<file path="config.mk">
export PLATFORM = sky130hd
export DESIGN_NAME = result_monitor
export DESIGN_NICKNAME = d
export VERILOG_FILES = /design/src/rtl/result_monitor_pkg.sv /design/src/rtl/sync_fifo.sv /design/src/rtl/result_monitor.sv
export SDC_FILE = /design/constraint.sdc
export NUM_CORES = 1
export LEC_CHECK = 0
export CELL_PAD_IN_SITES_DETAIL_PLACEMENT = 1
export CELL_PAD_IN_SITES_GLOBAL_PLACEMENT = 2
export CORE_ASPECT_RATIO = 2
export CORE_UTILIZATION = 38
export CTS_BUF_LIST = sky130_fd_sc_hd__clkbuf_16
export DETAILED_ROUTE_END_ITERATION = 6
export PLACE_DENSITY_LB_ADDON = 0.25
export SETUP_SLACK_MARGIN = 0.2
export SLEW_MARGIN = 20
export SYNTH_ARGS = -nofsm -noshare
export SYNTH_HDL_FRONTEND = slang
export SYNTH_SLANG_ARGS = --single-unit
</file>
<file path="constraint.sdc">
create_clock -name clk -period 2.3 [get_ports clk]
set_input_delay 0.69 -clock clk [delete_from_list [all_inputs] [get_ports clk]]
set_output_delay 0.69 -clock clk [all_outputs]
set_load 0.01 [all_outputs]
</file>
<file path="src/rtl/result_monitor_pkg.sv">
// Shared types and default sizes for the result-bus monitor.
// The entry timestamp field exists only when RESULT_MONITOR_TS_EN is defined.
package result_monitor_pkg;

   localparam int DEF_DATA_W = 16;
   localparam int DEF_TS_W   = 16;
   localparam int DEF_DEPTH  = 8;

   typedef enum logic [1:0] {
      IDLE  = 2'd0,
      PRIME = 2'd1,
      TRACK = 2'd2
   } mon_state_t;

   // Layout of one FIFO entry at the default widths; the top packs the same
   // {ts, data} order at its parameterized widths.
   typedef struct packed {
`ifdef RESULT_MONITOR_TS_EN
      logic [DEF_TS_W-1:0]   ts;
`endif
      logic [DEF_DATA_W-1:0] data;
   } mon_entry_t;

endpackage

</file>
<file path="src/rtl/sync_fifo.sv">
// First-word-fall-through FIFO with occupancy count; a push into a full FIFO
// is accepted when a pop happens on the same edge.
module sync_fifo
   import result_monitor_pkg::*;
#(
   parameter int W     = DEF_DATA_W,
   parameter int DEPTH = DEF_DEPTH,
   parameter int CW    = $clog2(DEPTH) + 1
) (
   input  logic          clk,
   input  logic          rst,
   input  logic          push,
   input  logic [W-1:0]  wdata,
   input  logic          pop,
   output logic [W-1:0]  rdata,
   output logic          full,
   output logic          empty,
   output logic [CW-1:0] count
);

   localparam int AW = $clog2(DEPTH);

   logic [DEPTH-1:0][W-1:0] mem_q;
   logic [AW-1:0]           wr_ptr_q, wr_ptr_d;
   logic [AW-1:0]           rd_ptr_q, rd_ptr_d;
   logic [CW-1:0]           cnt_q, cnt_d;
   logic                    do_push, do_pop;

   assign empty   = (cnt_q == '0);
   assign full    = (cnt_q == CW'(DEPTH));
   assign do_pop  = pop && !empty;
   assign do_push = push && (!full || do_pop);

   always_comb begin
      wr_ptr_d = wr_ptr_q;
      rd_ptr_d = rd_ptr_q;
      cnt_d    = cnt_q + CW'(do_push) - CW'(do_pop);
      if (do_push) wr_ptr_d = wr_ptr_q + AW'(1);
      if (do_pop)  rd_ptr_d = rd_ptr_q + AW'(1);
   end

   always_ff @(posedge clk or negedge rst) begin
      if (!rst) begin
         mem_q    <= '0;
         wr_ptr_q <= '0;
         rd_ptr_q <= '0;
         cnt_q    <= '0;
      end else begin
         if (do_push) mem_q[wr_ptr_q] <= wdata;
         wr_ptr_q <= wr_ptr_d;
         rd_ptr_q <= rd_ptr_d;
         cnt_q    <= cnt_d;
      end
   end

   assign rdata = mem_q[rd_ptr_q];
   assign count = cnt_q;

endmodule

</file>
<file path="src/rtl/result_monitor.sv">
// Result-bus change monitor: queues {timestamp, value} on every change of
// proc_data while armed. RESULT_MONITOR_TS_EN adds the timestamp counter.
module result_monitor
   import result_monitor_pkg::*;
#(
   parameter int DATA_W = DEF_DATA_W,
   parameter int TS_W   = DEF_TS_W,
   parameter int DEPTH  = DEF_DEPTH
) (
   input  logic                     clk,
   input  logic                     rst,
   input  logic [DATA_W-1:0]        proc_data,
   input  logic                     arm,
   output logic                     rd_valid,
   input  logic                     rd_ready,
   output logic [DATA_W-1:0]        rd_data,
   output logic [TS_W-1:0]          rd_time,
   output logic [$clog2(DEPTH):0]   count,
   output logic                     overflow,
   input  logic                     clr_ovf
);

   localparam int CW = $clog2(DEPTH) + 1;
`ifdef RESULT_MONITOR_TS_EN
   localparam int ENTRY_W = TS_W + DATA_W;
`else
   localparam int ENTRY_W = DATA_W;
`endif

   mon_state_t          state_q, state_d;
   logic [DATA_W-1:0]   prev_q, prev_d;
   logic                ovf_q, ovf_d;
   logic                ev, pop, drop, full, empty;
   logic [ENTRY_W-1:0]  wdata, rdata;

   // IDLE primes on the very edge arm is first seen, so the first armed edge
   // is captured; PRIME shares that behaviour as a safe entry state.
   always_comb begin
      state_d = state_q;
      prev_d  = prev_q;
      ev      = 1'b0;
      case (state_q)
         IDLE, PRIME: begin
            if (arm) begin
               ev      = 1'b1;
               prev_d  = proc_data;
               state_d = TRACK;
            end else begin
               state_d = IDLE;
            end
         end
         TRACK: begin
            if (!arm) begin
               state_d = IDLE;
            end else if (proc_data != prev_q) begin
               ev     = 1'b1;
               prev_d = proc_data;
            end
         end
         default: state_d = IDLE;
      endcase
   end

   assign pop  = rd_valid && rd_ready;
   assign drop = ev && full && !pop;

   // A drop in the same cycle as clr_ovf keeps the flag set.
   always_comb begin
      ovf_d = ovf_q;
      if (clr_ovf) ovf_d = 1'b0;
      if (drop)    ovf_d = 1'b1;
   end

   always_ff @(posedge clk or negedge rst) begin
      if (!rst) begin
         state_q <= IDLE;
         prev_q  <= '0;
         ovf_q   <= 1'b0;
      end else begin
         state_q <= state_d;
         prev_q  <= prev_d;
         ovf_q   <= ovf_d;
      end
   end

`ifdef RESULT_MONITOR_TS_EN
   logic [TS_W-1:0] ts_q, ts_d;

   assign ts_d = ts_q + TS_W'(1);

   always_ff @(posedge clk or negedge rst) begin
      if (!rst) ts_q <= '0;
      else      ts_q <= ts_d;
   end

   assign wdata   = {ts_q, proc_data};
   assign rd_time = rdata[ENTRY_W-1 -: TS_W];
   assign rd_data = rdata[DATA_W-1:0];
`else
   assign wdata   = proc_data;
   assign rd_time = '0;
   assign rd_data = rdata;
`endif

   sync_fifo #(
      .W     (ENTRY_W),
      .DEPTH (DEPTH),
      .CW    (CW)
   ) u_fifo (
      .clk   (clk),
      .rst   (rst),
      .push  (ev),
      .wdata (wdata),
      .pop   (pop),
      .rdata (rdata),
      .full  (full),
      .empty (empty),
      .count (count)
   );

   assign rd_valid = !empty;
   assign overflow = ovf_q;

endmodule

</file>
## After elaboration in Yosys (flattened, before gate mapping)

Index checks and enable logic that the tools add are counted.

| operators by class | value |
|---|---|
| add/subtract/negate cells | 4 |
| magnitude comparators | 3 |
| equality and inequality tests | 8 |
| multiplexer cells | 18 |
| reductions and logical operators | 16 |

Operator list:

| kind | count |
|---|---|
| bitwise mux 128 bit | 1 |
| 2-to-1 mux 16 bit | 5 |
| binary-select mux 16 bit (select 3 bit) | 1 |
| demux 16 bit (select 3 bit) | 1 |
| one-hot mux 16 bit (2 select lines) | 1 |
| inequality test 16 bit | 1 |
| < comparator 3 x 4 -> 1 bit, second input constant | 2 |
| inequality test 2 bit, second input constant | 4 |
| adder 3 x 1 -> 3 bit, second input constant | 2 |
| logical AND 1 bit | 6 |
| 2-to-1 mux 1 bit | 5 |
| adder 4 x 1 -> 4 bit | 1 |
| == test 4 bit, second input constant | 1 |
| zero test 4 bit | 1 |
| 2-to-1 mux 2 bit | 2 |
| one-hot mux 2 bit (2 select lines) | 1 |
| AND reduction 4 bit | 1 |
| nonzero test 2 bit | 2 |
| subtractor 4 x 1 -> 4 bit | 1 |
| greater-or-equal comparator 3 x 1 -> 1 bit, second input constant | 1 |
| zero test 1 bit | 3 |
| == test 2 x 1 -> 1 bit, second input constant | 1 |
| == test 2 bit, second input constant | 1 |
| zero test 2 bit | 1 |
| 3 further kinds | 3 |

| word-level totals | value |
|---|---|
| flip-flop bits (word level) | 157 |
| bits of input ports | 21 |
| output and inout bits | 38 |
| logic and storage cells | 63 |

## Longest topological paths before layout

Gate-level depths: netlist of the first run.

| depth | value |
|---|---|
| depth in word-level cells | 8 |
| mapped depth | 11 |
| gate-level depth less buffers | 11 |

## Cells and area by module

Synthesis of the first run repeated with hierarchy kept, for this count alone.

| unflattened totals | value |
|---|---|
| cells, all modules | 471 |
| area, all modules | 7489.7 µm² |

By module, submodules not included:

| module | times used | cells each | area an instance (µm²) | sequential area each (µm²) |
|---|---|---|---|---|
| sync_fifo | 1 | 388 | 6503.7 | 3453.3 |
| result_monitor | 1 | 83 | 985.9 | 450.4 |

## Worst setup path before layout of the first run

Ideal clock, no wire load.

| path | value |
|---|---|
| kind | input -> register |
| start point | input port proc_data[8] |
| end point | register u_fifo.cnt_q[1] (netlist: u_fifo.count[1]) |
| setup time | 64 ps |
| arrival time | 2544 ps |
| data required time | 2236 ps |
| slack | -308 ps |
| cell stages on the path | 9 |
| buffers on the path | 0 |
| cells stage by stage | xor2_1 > nor4_1 > nand3_2 > o21ai_0 > inv_1 > ha_1 > inv_1 > fa_1 > inv_1 |

| on the way | value |
|---|---|
| longest elaborated chain between the ends | 7 |

RTL lines:

| what | RTL line | text |
|---|---|---|
| from (decl) | result_monitor.sv:12 | `input logic [DATA_W-1:0] proc_data,` |
| inequality test 16 bit | result_monitor.sv:55 | `end else if (proc_data != prev_q) begin` |
| 2-to-1 mux 1 bit | result_monitor.sv:55 |  |
| 2-to-1 mux 1 bit | result_monitor.sv:53 | `if (!arm) begin` |
| one-hot mux 1 bit (2 select lines) | result_monitor.sv:42 | `case (state_q)` |
| logical AND 1 bit | sync_fifo.sv:32 | `assign do_push = push && (!full \|\| do_pop);` |
| named net u_fifo.do_push | sync_fifo.sv:27 | `logic do_push, do_pop;` |
| adder 4 x 1 -> 4 bit | sync_fifo.sv:37 | `cnt_d = cnt_q + CW'(do_push) - CW'(do_pop);` |
| subtractor 4 x 1 -> 4 bit | sync_fifo.sv:37 |  |
| named net u_fifo.cnt_d[1] | sync_fifo.sv:26 | `logic [CW-1:0] cnt_q, cnt_d;` |
| to (signal assigned) | sync_fifo.sv:52 | `cnt_q <= cnt_d;` |
| to (decl) | sync_fifo.sv:26 |  |

The timed path passes the listed nets, and every way through them passes these cells.
A chain may end at the register's enable or synchronous reset.

## Worst setup path after layout of the first run

| path | value |
|---|---|
| start point | register u_fifo.rd_ptr_q[0] |
| end point | output port rd_data[0] |

| on the way | value |
|---|---|
| longest elaborated chain between the ends | 2 |

RTL lines:

| what | RTL line | text |
|---|---|---|
| from (decl) | sync_fifo.sv:25 | `logic [AW-1:0] rd_ptr_q, rd_ptr_d;` |
| from (signal assigned) | sync_fifo.sv:51 | `rd_ptr_q <= rd_ptr_d;` |
| binary-select mux 16 bit (select 3 bit) | sync_fifo.sv:56 | `assign rdata = mem_q[rd_ptr_q];` |
| 2-to-1 mux 16 bit (implied by the code) | sync_fifo.sv:56 |  |
| to (decl) | result_monitor.sv:16 | `output logic [DATA_W-1:0] rd_data,` |

No other way between the ends. The select of a mux whose other input is x is not followed.

==> impl_metrics.sql, run 1 <==
INSERT INTO impl_metrics (metric_group, metric, value, unit) VALUES
('power', 'power.switching', '5773', 'uW'),
('grt', 'largest_net_degree_at_the_start_of_global_routing', '50', ''),
('route', 'drtAntennaViolNets', '0', ''),
('logic_synthesis', 'synth_edf_count', '0', ''),
('route', 'via_count', '5112', ''),
('placed_design', 'final_weighted_congestion_of_routability_driven_global_placement', '0.8438', ''),
('logic_synthesis', 'syn_inst', '496', ''),
('layout', 'num_antenna_cells', '0', ''),
('grt', 'grt_antenna_before_repair', '0', ''),
('die', 'die_w', '100.1', 'um'),
('status', 'status', 'finished, violations left', ''),
('logic_synthesis', 'synthesis.area', '7310', 'um^2'),
('power', 'p_int', '10850', 'uW'),
('critical_path', 'worst_setup_path_startpoint', 'u_fifo.rd_ptr_q[0]$_DFFE_PN0P_', ''),
('timing', 'timing.final.setup_violations', '87', ''),
('layout', 'post_route_cells_drive_above_1_share', '63.21', '%'),
('route', 'routed_wl', '26520', 'um'),
('layout', 'postLayoutCoreUtil', '59.53', '%'),
('placed_design', 'port-buffer-count', '42', ''),
('grt', 'grt_first_pass_wirelength', '37020', 'um'),
('logic_synthesis', 'ys_seq_elements', '156', ''),
('power', 'leakagePower', '0.004887', 'uW'),
('clocking', 'clk_pin_slew', '0.07', 'ns'),
('logic_synthesis', 'synth_sequential_area_ratio', '53.41', '%'),
('die', 'design.die.area', '19830', 'um^2'),
('route', 'wire_per_inst', '29.14', 'um'),
('clocking', 'cts_tree', 'done', ''),
('timing', 'setup_ws', '-0.5474', 'ns'),
('logic_synthesis', 'postSynth.asyncResetShare', '100.0', '%'),
('power', 'power.clock.fraction', '16.3', '%'),
('timing', 'post_route_skew', '0.01095', 'ns'),
('power', 'finalPower', '16620', 'uW'),
('grt', 'grt.overflow.total', '0', ''),
('power', 'switching_share', '34.73', '%'),
('timing', 'tmin_final', '2.847', 'ns'),
('die', 'initial_core_util', '38.81', '%'),
('layout', 'multi_input_area', '4596', 'um^2'),
('timing', 'report.final.slew_viol_count', '0', ''),
('layout', 'final-seq-area', '3909', 'um^2'),
('critical_path', 'cp_startpoint_kind', 'flop', ''),
('timing', 'max_slew_margin', '63.73', '%'),
('critical_path', 'setup.worst_path.end_class', 'output port', ''),
('timing', 'final.period_utilization', '123.8', '%'),
('layout', 'relative_area_change_from_synthesis_to_final_layout', '53.37', '%'),
('route', 'detailedRoute.firstIterationViolations', '189', ''),
('route', 'detail_route.first_pass.iterations', '4', ''),
('power', 'vdd.ir_drop.worst', '0.6923', 'mV'),
('logic_synthesis', 'synth-main-ff-cell', 'dfrtp_1', ''),
('clocking', 'cts_inserted_buffers', '17', ''),
('route', 'drt-vias-per-instance', '5.618', ''),
('timing', 'hold_slack', '0.1909', 'ns'),
('route', 'drcViolationCount', '0', ''),
('clocking', 'root_buffer', 'clkbuf_16', ''),
('die', 'rows', '71', ''),
('power', 'power.share.combinational', '53.4', '%'),
('die', 'die_y', '198.1', 'um'),
('die', 'pin_count', '59', ''),
('min_path', 'worstHoldPathType', 'input port to asynchronous set/reset pin', ''),
('critical_path', 'critPathRequiredTime', '1.61', 'ns'),
('clocking', 'h-tree-depth', '4', ''),
('die', 'core_region', '18830', 'um^2'),
('power', 'power_density', '1483', 'nW/um^2'),
('critical_path', 'criticalPathCategory', 'flop to output port', ''),
('critical_path', 'reg2reg_from', 'prev_q[2]$_DFFE_PN0P_', ''),
('timing', 'max_freq', '0.3512', 'GHz'),
('logic_synthesis', 'yosys_warnings', '0', ''),
('grt', 'vias_in_the_first_global_route', '5854', ''),
('timing', 'final-hold-violation-count', '0', ''),
('clocking', 'number_of_clock_sinks', '156', ''),
('power', 'p_seq_share', '30.2', '%'),
('critical_path', 'critPathMaxFanout', '7', ''),
('layout', 'layout.cells.most_common', 'dfrtp_1', ''),
('layout', 'most-common-layout-cells', '152 x dfrtp_1, 88 x mux2_4, 52 x buf_6', ''),
('layout', 'nFillCells', '1751', ''),
('flow_run', 'drv.max_cap_violation_count', '0', ''),
('logic_synthesis', 'syn_area_per_cell', '14.74', 'um^2'),
('layout', 'nNetsFinal', '672', ''),
('placed_design', 'detailed_place_hpwl', '15320', 'um'),
('grt', 'grt_usage', '26.46', '%'),
('status', 'failed_checks', 'setup timing', ''),
('timing', 'rsz0062_at_grt', 'true', ''),
('timing', 'timing_worst_slew_pin_value', '0.5440', 'ns'),
('critical_path', 'worst_ep_arrival_time', '2.16', 'ns'),
('logic_synthesis', 'yosys.cell_types.count', '38', ''),
('clocking', 'clock_tree.buffer_depth', '2', ''),
('clocking', 'clock_latency', '0.45', 'ns');
==> final timing paths <==
| check | endpoint | slack [ns] | depth (start not counted) |
|---|---|---|---|
| setup / recovery | rd_data[0] | -0.55 | 6 |
| hold / removal | u_fifo.mem_q[11]$_DFFE_PN0P_ | 0.19 | 1 |
| setup reg to reg | u_fifo.mem_q[108]$_DFFE_PN0P_ | -0.08 | 8 |
| hold reg to reg | u_fifo.mem_q[123]$_DFFE_PN0P_ | 0.49 | 1 |
| max in group asynchronous | prev_q[2]$_DFFE_PN0P_ | 1.40 | 2 |
| min in group clk | u_fifo.mem_q[123]$_DFFE_PN0P_ | 0.49 | 1 |
==> per-layer routing <==
| layer | global-route usage, % | share of wire (%) | up-vias |
|---|---|---|---|
| met5 | 0 | 0 | - |
| met4 | 14.49 | 7.2 | 0 |
| met1 | 28.30 | 35 | 2735 |
| li1 | - | - | 2116 |
| met2 | 48.35 | 54 | 166 |
| met3 | 4.801 | 3.4 | 95 |
==> flip-flops by register name, summed over array words and instances (netlist names) <==
signal	flops
overflow	1
u_fifo.wr_ptr_q	3
state_q	1
u_fifo.rd_ptr_q	3
prev_q	16
u_fifo.count	4
u_fifo.mem_q	128
==> cell usage after synthesis, types with 3 or more instances <==
master,n,area (um^2)
dfrtp_1,156,3904
mux2_2,98,1104
o2bb2ai_1,64,560.5
mux4_2,32,720.7
buf_4,24,180.2
nand2_1,18,67.56
xor2_1,17,148.9
inv_1,12,45.04
clkbuf_1,10,37.54
ha_1,8,100.1
nor4_1,6,37.54
o211ai_1,5,37.54
xnor2_1,5,43.79
buf_2,4,20.02
buf_6,4,45.04
o2111ai_1,4,35.03
o211ai_2,3,37.54
==> repair_timing <==
action                                  CTS  global route
setup buffers                            29            10
cloned                                    6             1
gates resized for setup                 260           151
endpoints found under the setup margin  161           155
hold buffers                              0             0
pin swaps                                34            43
==> power by group through the flow <==
| stage | clock network, uW | registers [uW] | logic, uW |
|---|---|---|---|
| 2_1_floorplan | 0 | 4450 | 4200 |
| 3_3_place_gp | 0 | 4660 | 6140 |
| 4_1_cts | 2740 | 4760 | 7570 |
| 6_report | 2720 | 5020 | 8880 |
| 5_1_grt | 2850 | 5130 | 9320 |
| 3_5_place_dp | 0 | 4750 | 6290 |
==> worst max-delay path, cell delays in order (launching register included) <==
cell and delay (ns):
dfrtp_2 0.41, buf_6 0.13, buf_12 0.11, buf_16 0.14
mux4_2 0.51, mux2_4 0.29, buf_6 0.12
==> metrics by stage <==
stage	TNS [ns]	setup WS, ns	cells	area, um^2
2_1_floorplan	-2.246	-0.09208	511	7620
3_3_place_gp	-106.16	-0.8001	832	8656
3_5_place_dp	-112.98	-0.8570	832	8656
4_1_cts	-8.235	-0.5594	899	10140
5_1_grt	-16.69	-0.5852	910	11210
6_report	-10.67	-0.5474	910	11210
==> layout make-up <==
class,instances,share of cell area [%]
Sequential cell,156,34.87
Multi-Input combinational cell,300,40.99
Tap cell,255,2.846
Clock buffer,17,3.795
Timing Repair Buffer,155,15.99
Clock inverter,15,1.105
Inverter,12,0.4018
==> logic make-up after synthesis <==
kind of cell,Yosys count,share of synthesized area (%)
xor gates and xnor gates,22,2.636
DFF,156,53.41
other,1,0.05130
buffers and inverters,55,4.536
AOI/OAI and AO/OA,84,10.12
muxes,130,24.96
adders and majority gates,9,1.643
and+or+nand+nor,39,2.653
(Power assumes the default switching activity.)
==> run 2, diff against run 1 <==
SKIP_CTS_REPAIR_TIMING = 1   (was not set)
==> impl_metrics.sql, run 2 (synthesis results as in run 1) <==
INSERT INTO impl_metrics (metric_group, metric, value, unit) VALUES
('clocking', 'h-tree-depth', '4', ''),
('critical_path', 'reg2reg_from', 'prev_q[8]$_DFFE_PN0P_', ''),
('layout', 'nFillCells', '1754', ''),
('timing', 'tmin_final', '2.980', 'ns'),
('critical_path', 'criticalPathCategory', 'flop to output port', ''),
('route', 'drt-vias-per-instance', '5.567', ''),
('layout', 'largest_reg_flops', '128', ''),
('critical_path', 'cpMostUsedCell', 'buf_6', ''),
('timing', 'max_freq', '0.3355', 'GHz'),
('timing', 'timing_worst_slew_pin_value', '0.5435', 'ns'),
('die', 'rows', '71', ''),
('placed_design', 'final_weighted_congestion_of_routability_driven_global_placement', '0.8438', ''),
('clocking', 'root_buffer', 'clkbuf_16', ''),
('timing', 'hold_slack', '0.1907', 'ns'),
('layout', 'num_antenna_cells', '0', ''),
('critical_path', 'worst_path_bufs_invs', '4', ''),
('die', 'die_y', '198.1', 'um'),
('route', 'wire_per_inst', '28.37', 'um'),
('timing', 'final.period_utilization', '129.6', '%'),
('clocking', 'cts_tree', 'done', ''),
('grt', 'grt_antenna_before_repair', '0', ''),
('timing', 'report.final.slew_viol_count', '0', ''),
('layout', 'post_layout_nonfiller_instances', '910', ''),
('min_path', 'worstHoldPathType', 'input port to asynchronous set/reset pin', ''),
('critical_path', 'reg2regPathDepth', '8', ''),
('power', 'power_density', '1500', 'nW/um^2'),
('grt', 'grt_usage', '23.90', '%'),
('layout', 'post_route_cells_drive_above_1_share', '60.76', '%'),
('clocking', 'clock_tree.buffer_depth', '2', ''),
('critical_path', 'critPathMaxFanout', '6', ''),
('layout', 'final-seq-area', '3909', 'um^2'),
('layout', 'most-common-layout-cells', '154 x dfrtp_1, 87 x mux2_4, 53 x buf_4', ''),
('critical_path', 'setup.worst_path.end_class', 'output port', ''),
('route', 'detailedRoute.firstIterationViolations', '245', ''),
('status', 'status', 'finished, violations left', ''),
('placed_design', 'port-buffer-count', '42', ''),
('route', 'detail_route.first_pass.iterations', '4', ''),
('layout', 'multi_input_area', '4446', 'um^2'),
('die', 'die_w', '100.1', 'um'),
('die', 'design.die.area', '19830', 'um^2'),
('timing', 'rsz0062_at_grt', 'true', ''),
('critical_path', 'timing.critical_path.max_delay_family', 'multiplexers', ''),
('die', 'pin_count', '59', ''),
('layout', 'layout.cells.most_common', 'dfrtp_1', ''),
('route', 'routed_wl', '25820', 'um'),
('critical_path', 'worst_ep_arrival_time', '2.29', 'ns'),
('route', 'via_count', '5066', ''),
('route', 'drtAntennaViolNets', '0', ''),
('die', 'initial_core_util', '38.81', '%'),
('placed_design', 'numPlacedInstances', '832', ''),
('clocking', 'clock_latency', '0.45', 'ns'),
('critical_path', 'timing.critical_path.slowest_stage_cell', 'dfrtp_4', ''),
('die', 'core_region', '18830', 'um^2'),
('grt', 'largest_net_degree_at_the_start_of_global_routing', '50', ''),
('placed_design', 'detailed_place_hpwl', '15320', 'um'),
('critical_path', 'cp_startpoint_kind', 'flop', ''),
('timing', 'timing.final.setup_violations', '71', ''),
('layout', 'nNetsFinal', '672', ''),
('clocking', 'number_of_clock_sinks', '156', ''),
('power', 'vdd.ir_drop.worst', '0.6805', 'mV'),
('grt', 'vias_in_the_first_global_route', '5456', ''),
('critical_path', 'worstPathCellList', 'buf_6 > clkbuf_16 > buf_6 > mux4_2 > mux2_4 > buf_6', ''),
('timing', 'setup_ws', '-0.6803', 'ns'),
('flow_run', 'drv.max_cap_violation_count', '0', ''),
('layout', 'top_reg_by_flops', 'u_fifo.mem_q', ''),
('critical_path', 'reg2reg_to', 'u_fifo.mem_q[120]$_DFFE_PN0P_', ''),
('clocking', 'clk_pin_slew', '0.07', 'ns'),
('critical_path', 'largest_stage_delay_worst_path', '0.51', 'ns'),
('grt', 'grt_first_pass_wirelength', '33540', 'um'),
('status', 'failed_checks', 'setup timing', ''),
('timing', 'final-hold-violation-count', '0', ''),
('power', 'finalPower', '16560', 'uW'),
('power', 'leakagePower', '0.004959', 'uW'),
('critical_path', 'flop_to_flop_setup_slack', '-0.13', 'ns'),
('route', 'drcViolationCount', '0', ''),
('timing', 'max_slew_margin', '63.76', '%'),
('critical_path', 'critPathRequiredTime', '1.61', 'ns'),
('timing', 'post_route_skew', '0.009825', 'ns'),
('grt', 'grt.overflow.total', '0', ''),
('clocking', 'cts_inserted_buffers', '17', ''),
('layout', 'relative_area_change_from_synthesis_to_final_layout', '51.03', '%'),
('layout', 'postLayoutCoreUtil', '58.62', '%');
run 2: area by class of cell:
class                      instances  area share [%]
multi-input combinational        300           40.27
clock inverter                    15           1.122
tap                              255           2.890
timing repair buffer             155           16.05
inverter                          12          0.4080
sequential                       156           35.41
clock buffer                      17           3.854
run 2: stage by stage:
step | setup slack (ns) | area (um^2) | setup TNS (ns)
floorplan | -0.09208 | 7620 | -2.246
global placement | -0.8001 | 8656 | -106.16
detailed placement | -0.8570 | 8656 | -112.98
CTS | -0.8260 | 9205 | -55.76
global route | -0.7059 | 11040 | -21.14
finish | -0.6803 | 11040 | -12.23
run 2: worst max path at each step:
| stage | from | end | slack (ns) | depth (start not counted) |
|---|---|---|---|---|
| after detailed placement | proc_data[13] | u_fifo.mem_q[34]$_DFFE_PN0P_ | -0.86 | 8 |
| final | u_fifo.rd_ptr_q[0]$_DFFE_PN0P_ | rd_data[0] | -0.68 | 6 |
| after CTS | u_fifo.rd_ptr_q[0]$_DFFE_PN0P_ | rd_data[3] | -0.83 | 4 |
| after global placement | proc_data[13] | u_fifo.mem_q[45]$_DFFE_PN0P_ | -0.80 | 8 |
| after floorplan | proc_data[5] | u_fifo.count[1]$_DFF_PN0_ | -0.09 | 9 |
| after global routing | u_fifo.rd_ptr_q[0]$_DFFE_PN0P_ | rd_data[0] | -0.71 | 6 |
run 2: worst reg2reg max path, cell delays in order (launching register included):
cell	delay [ns]
dfrtp_1	0.42
xor2_2	0.21
nor4_2	0.38
nand3_2	0.19
buf_8	0.20
buf_4	0.14
o211ai_1	0.41
buf_4	0.28
o2bb2ai_2	0.07
run 2: power by group:
group,total (uW),switching (uW),internal (uW)
Sequential,5030,1060,3970
Clock,2720,1240,1480
Combinational,8810,3420,5390
Total,16600,5730,10800
run 2: routing by layer:
| metal | part of all wire (%) | track usage, % |
|---|---|---|
| met5 | 0 | 0 |
| met4 | 4.7 | 10.36 |
| met3 | 2.9 | 3.883 |
| met2 | 56 | 45.11 |
| met1 | 37 | 25.75 |
==> run 3, diff against run 2 <==
ABC_AREA = 0   (was not set)
CORE_MARGIN = 2   (was not set)
==> impl_metrics.sql, run 3 (synthesis results as in run 1) <==
INSERT INTO impl_metrics (metric_group, metric, value, unit) VALUES
('status', 'status', 'finished, violations left', ''),
('status', 'failed_checks', 'setup timing', ''),
('critical_path', 'cp_startpoint_kind', 'flop', ''),
('timing', 'post_route_skew', '0.01091', 'ns'),
('die', 'die_w', '102.1', 'um'),
('grt', 'vias_in_the_first_global_route', '5601', ''),
('critical_path', 'worstPathCellList', 'buf_12 > buf_12 > mux4_2 > mux2_4 > buf_6', ''),
('critical_path', 'critPathRequiredTime', '1.61', 'ns'),
('timing', 'rsz0062_at_grt', 'true', ''),
('critical_path', 'timing.critical_path.slowest_stage_cell', 'mux4_2', ''),
('die', 'initial_core_util', '38.81', '%'),
('timing', 'final-hold-violation-count', '0', ''),
('critical_path', 'worst_ep_arrival_time', '2.08', 'ns'),
('route', 'detail_route.first_pass.iterations', '4', ''),
('power', 'p_seq_share', '30.5', '%'),
('critical_path', 'setup.worst_path.end_class', 'output port', ''),
('placed_design', 'detailed_place_hpwl', '15280', 'um'),
('layout', 'nNetsFinal', '667', ''),
('grt', 'grt_antenna_before_repair', '0', ''),
('die', 'pin_count', '59', ''),
('route', 'drcViolationCount', '0', ''),
('placed_design', 'port-buffer-count', '42', ''),
('critical_path', 'criticalPathCategory', 'flop to output port', ''),
('layout', 'most-common-layout-cells', '154 x dfrtp_1, 87 x mux2_4, 57 x buf_4', ''),
('timing', 'setup_ws', '-0.4687', 'ns'),
('power', 'leakagePower', '0.004945', 'uW'),
('flow_run', 'drv.max_cap_violation_count', '0', ''),
('power', 'vdd.ir_drop.worst', '0.6482', 'mV'),
('timing', 'timing_worst_slew_pin_value', '0.5999', 'ns'),
('grt', 'largest_net_degree_at_the_start_of_global_routing', '48', ''),
('layout', 'layout.cells.most_common', 'dfrtp_1', ''),
('critical_path', 'reg2regPathDepth', '7', ''),
('die', 'rows', '71', ''),
('route', 'drtAntennaViolNets', '0', ''),
('timing', 'max_slew_margin', '59.93', '%'),
('power', 'switching_share', '33.53', '%'),
('clocking', 'number_of_clock_sinks', '156', ''),
('layout', 'num_antenna_cells', '0', ''),
('route', 'routed_wl', '24890', 'um'),
('route', 'drt-vias-per-instance', '5.523', ''),
('clocking', 'clock_tree.buffer_depth', '2', ''),
('layout', 'post_route_cells_drive_above_1_share', '60.62', '%'),
('timing', 'report.final.slew_viol_count', '0', ''),
('grt', 'grt_first_pass_wirelength', '33650', 'um'),
('layout', 'layout.cell_area.non_filler', '10950', 'um^2'),
('critical_path', 'worst_path_bufs_invs', '3', ''),
('timing', 'final.period_utilization', '120.4', '%'),
('die', 'design.die.area', '20430', 'um^2'),
('placed_design', 'final_weighted_congestion_of_routability_driven_global_placement', '0.8322', ''),
('timing', 'max_freq', '0.3612', 'GHz'),
('route', 'via_count', '4998', ''),
('die', 'core_region', '18830', 'um^2'),
('grt', 'grt.overflow.total', '0', ''),
('timing', 'tmin_final', '2.769', 'ns'),
('layout', 'post_layout_nonfiller_instances', '905', ''),
('power', 'finalPower', '16260', 'uW'),
('min_path', 'worstHoldPathType', 'input port to asynchronous set/reset pin', ''),
('power', 'p_int', '10810', 'uW'),
('critical_path', 'worstSetupPathDepth', '5', ''),
('clocking', 'root_buffer', 'clkbuf_16', ''),
('clocking', 'clk_pin_slew', '0.07', 'ns'),
('critical_path', 'cpMostUsedCell', 'buf_12', ''),
('clocking', 'cts_tree', 'done', ''),
('route', 'wire_per_inst', '27.50', 'um'),
('clocking', 'cts_inserted_buffers', '17', ''),
('grt', 'grt_usage', '22.52', '%'),
('critical_path', 'timing.critical_path.max_delay_family', 'multiplexers', ''),
('power', 'power.share.combinational', '50.7', '%'),
('placed_design', 'numPlacedInstances', '851', ''),
('layout', 'top_reg_by_flops', 'u_fifo.mem_q', ''),
('power', 'power.switching', '5451', 'uW'),
('clocking', 'clock_latency', '0.44', 'ns'),
('placed_design', 'placed_inst_area', '8836', 'um^2'),
('clocking', 'h-tree-depth', '4', ''),
('route', 'detailedRoute.firstIterationViolations', '189', ''),
('timing', 'timing.final.setup_violations', '79', ''),
('die', 'die_y', '200.1', 'um'),
('critical_path', 'critPathMaxFanout', '8', ''),
('power', 'power.clock.fraction', '18.9', '%'),
('power', 'power_density', '1485', 'nW/um^2'),
('layout', 'relative_area_change_from_synthesis_to_final_layout', '49.81', '%'),
('critical_path', 'largest_stage_delay_worst_path', '0.52', 'ns'),
('layout', 'largest_reg_flops', '128', '');
-- run 3: area by class of cell --
| class | count | area (um^2) |
|---|---|---|
| clock buffer | 17 | 425.4 |
| clock inverter | 15 | 207.7 |
| fill | 1772 | 7883 |
| inverter | 12 | 45.04 |
| multi-input combinational | 300 | 4378 |
| sequential | 156 | 3906 |
| tap | 255 | 319.1 |
| timing repair buffer | 150 | 1669 |
-- run 3: final timing paths --
check / end / start / slack [ns]
min: u_fifo.mem_q[125]$_DFFE_PN0P_ / rst / 0.22
max: rd_data[15] / u_fifo.rd_ptr_q[0]$_DFFE_PN0P_ / -0.47
min in group clk: u_fifo.mem_q[60]$_DFFE_PN0P_ / u_fifo.mem_q[60]$_DFFE_PN0P_ / 0.50
min reg2reg: u_fifo.mem_q[60]$_DFFE_PN0P_ / u_fifo.mem_q[60]$_DFFE_PN0P_ / 0.50
max reg2reg: u_fifo.mem_q[102]$_DFFE_PN0P_ / prev_q[5]$_DFFE_PN0P_ / -0.13
max in group asynchronous: u_fifo.mem_q[14]$_DFFE_PN0P_ / rst / 1.41
-- run 3: power by group through the flow --
stage | clock [uW] | combinational (uW) | sequential [uW]
after floorplan | 0 | 4200 | 4450
after global placement | 0 | 6300 | 4640
after detailed placement | 0 | 6470 | 4730
after CTS | 3090 | 6510 | 4720
after global routing | 3220 | 8680 | 5070
final | 3070 | 8240 | 4950
-- run 3: routing by layer --
metal	vias up	GRT usage, %	wire (um)
met3	45	3.664	627
li1	2121	-	-
met5	-	0	0
met4	0	7.810	773
met2	115	40.65	14140
met1	2717	26.38	9350
-- run 3: per-stage QoR --
stage / hold slack (ns) / util (%) / worst slack (ns) / setup TNS (ns)
2_1_floorplan: 0.3944 / - / -0.09208 / -2.246
3_5_place_dp: 0.4734 / 46.92 / -0.8502 / -109.83
5_1_grt: 0.2341 / 58.15 / -0.5120 / -17.60
4_1_cts: 0.2313 / 50.28 / -0.8478 / -54.76
6_report: 0.2175 / 58.15 / -0.4687 / -10.07
3_3_place_gp: 0.4667 / 46.92 / -0.7941 / -102.81
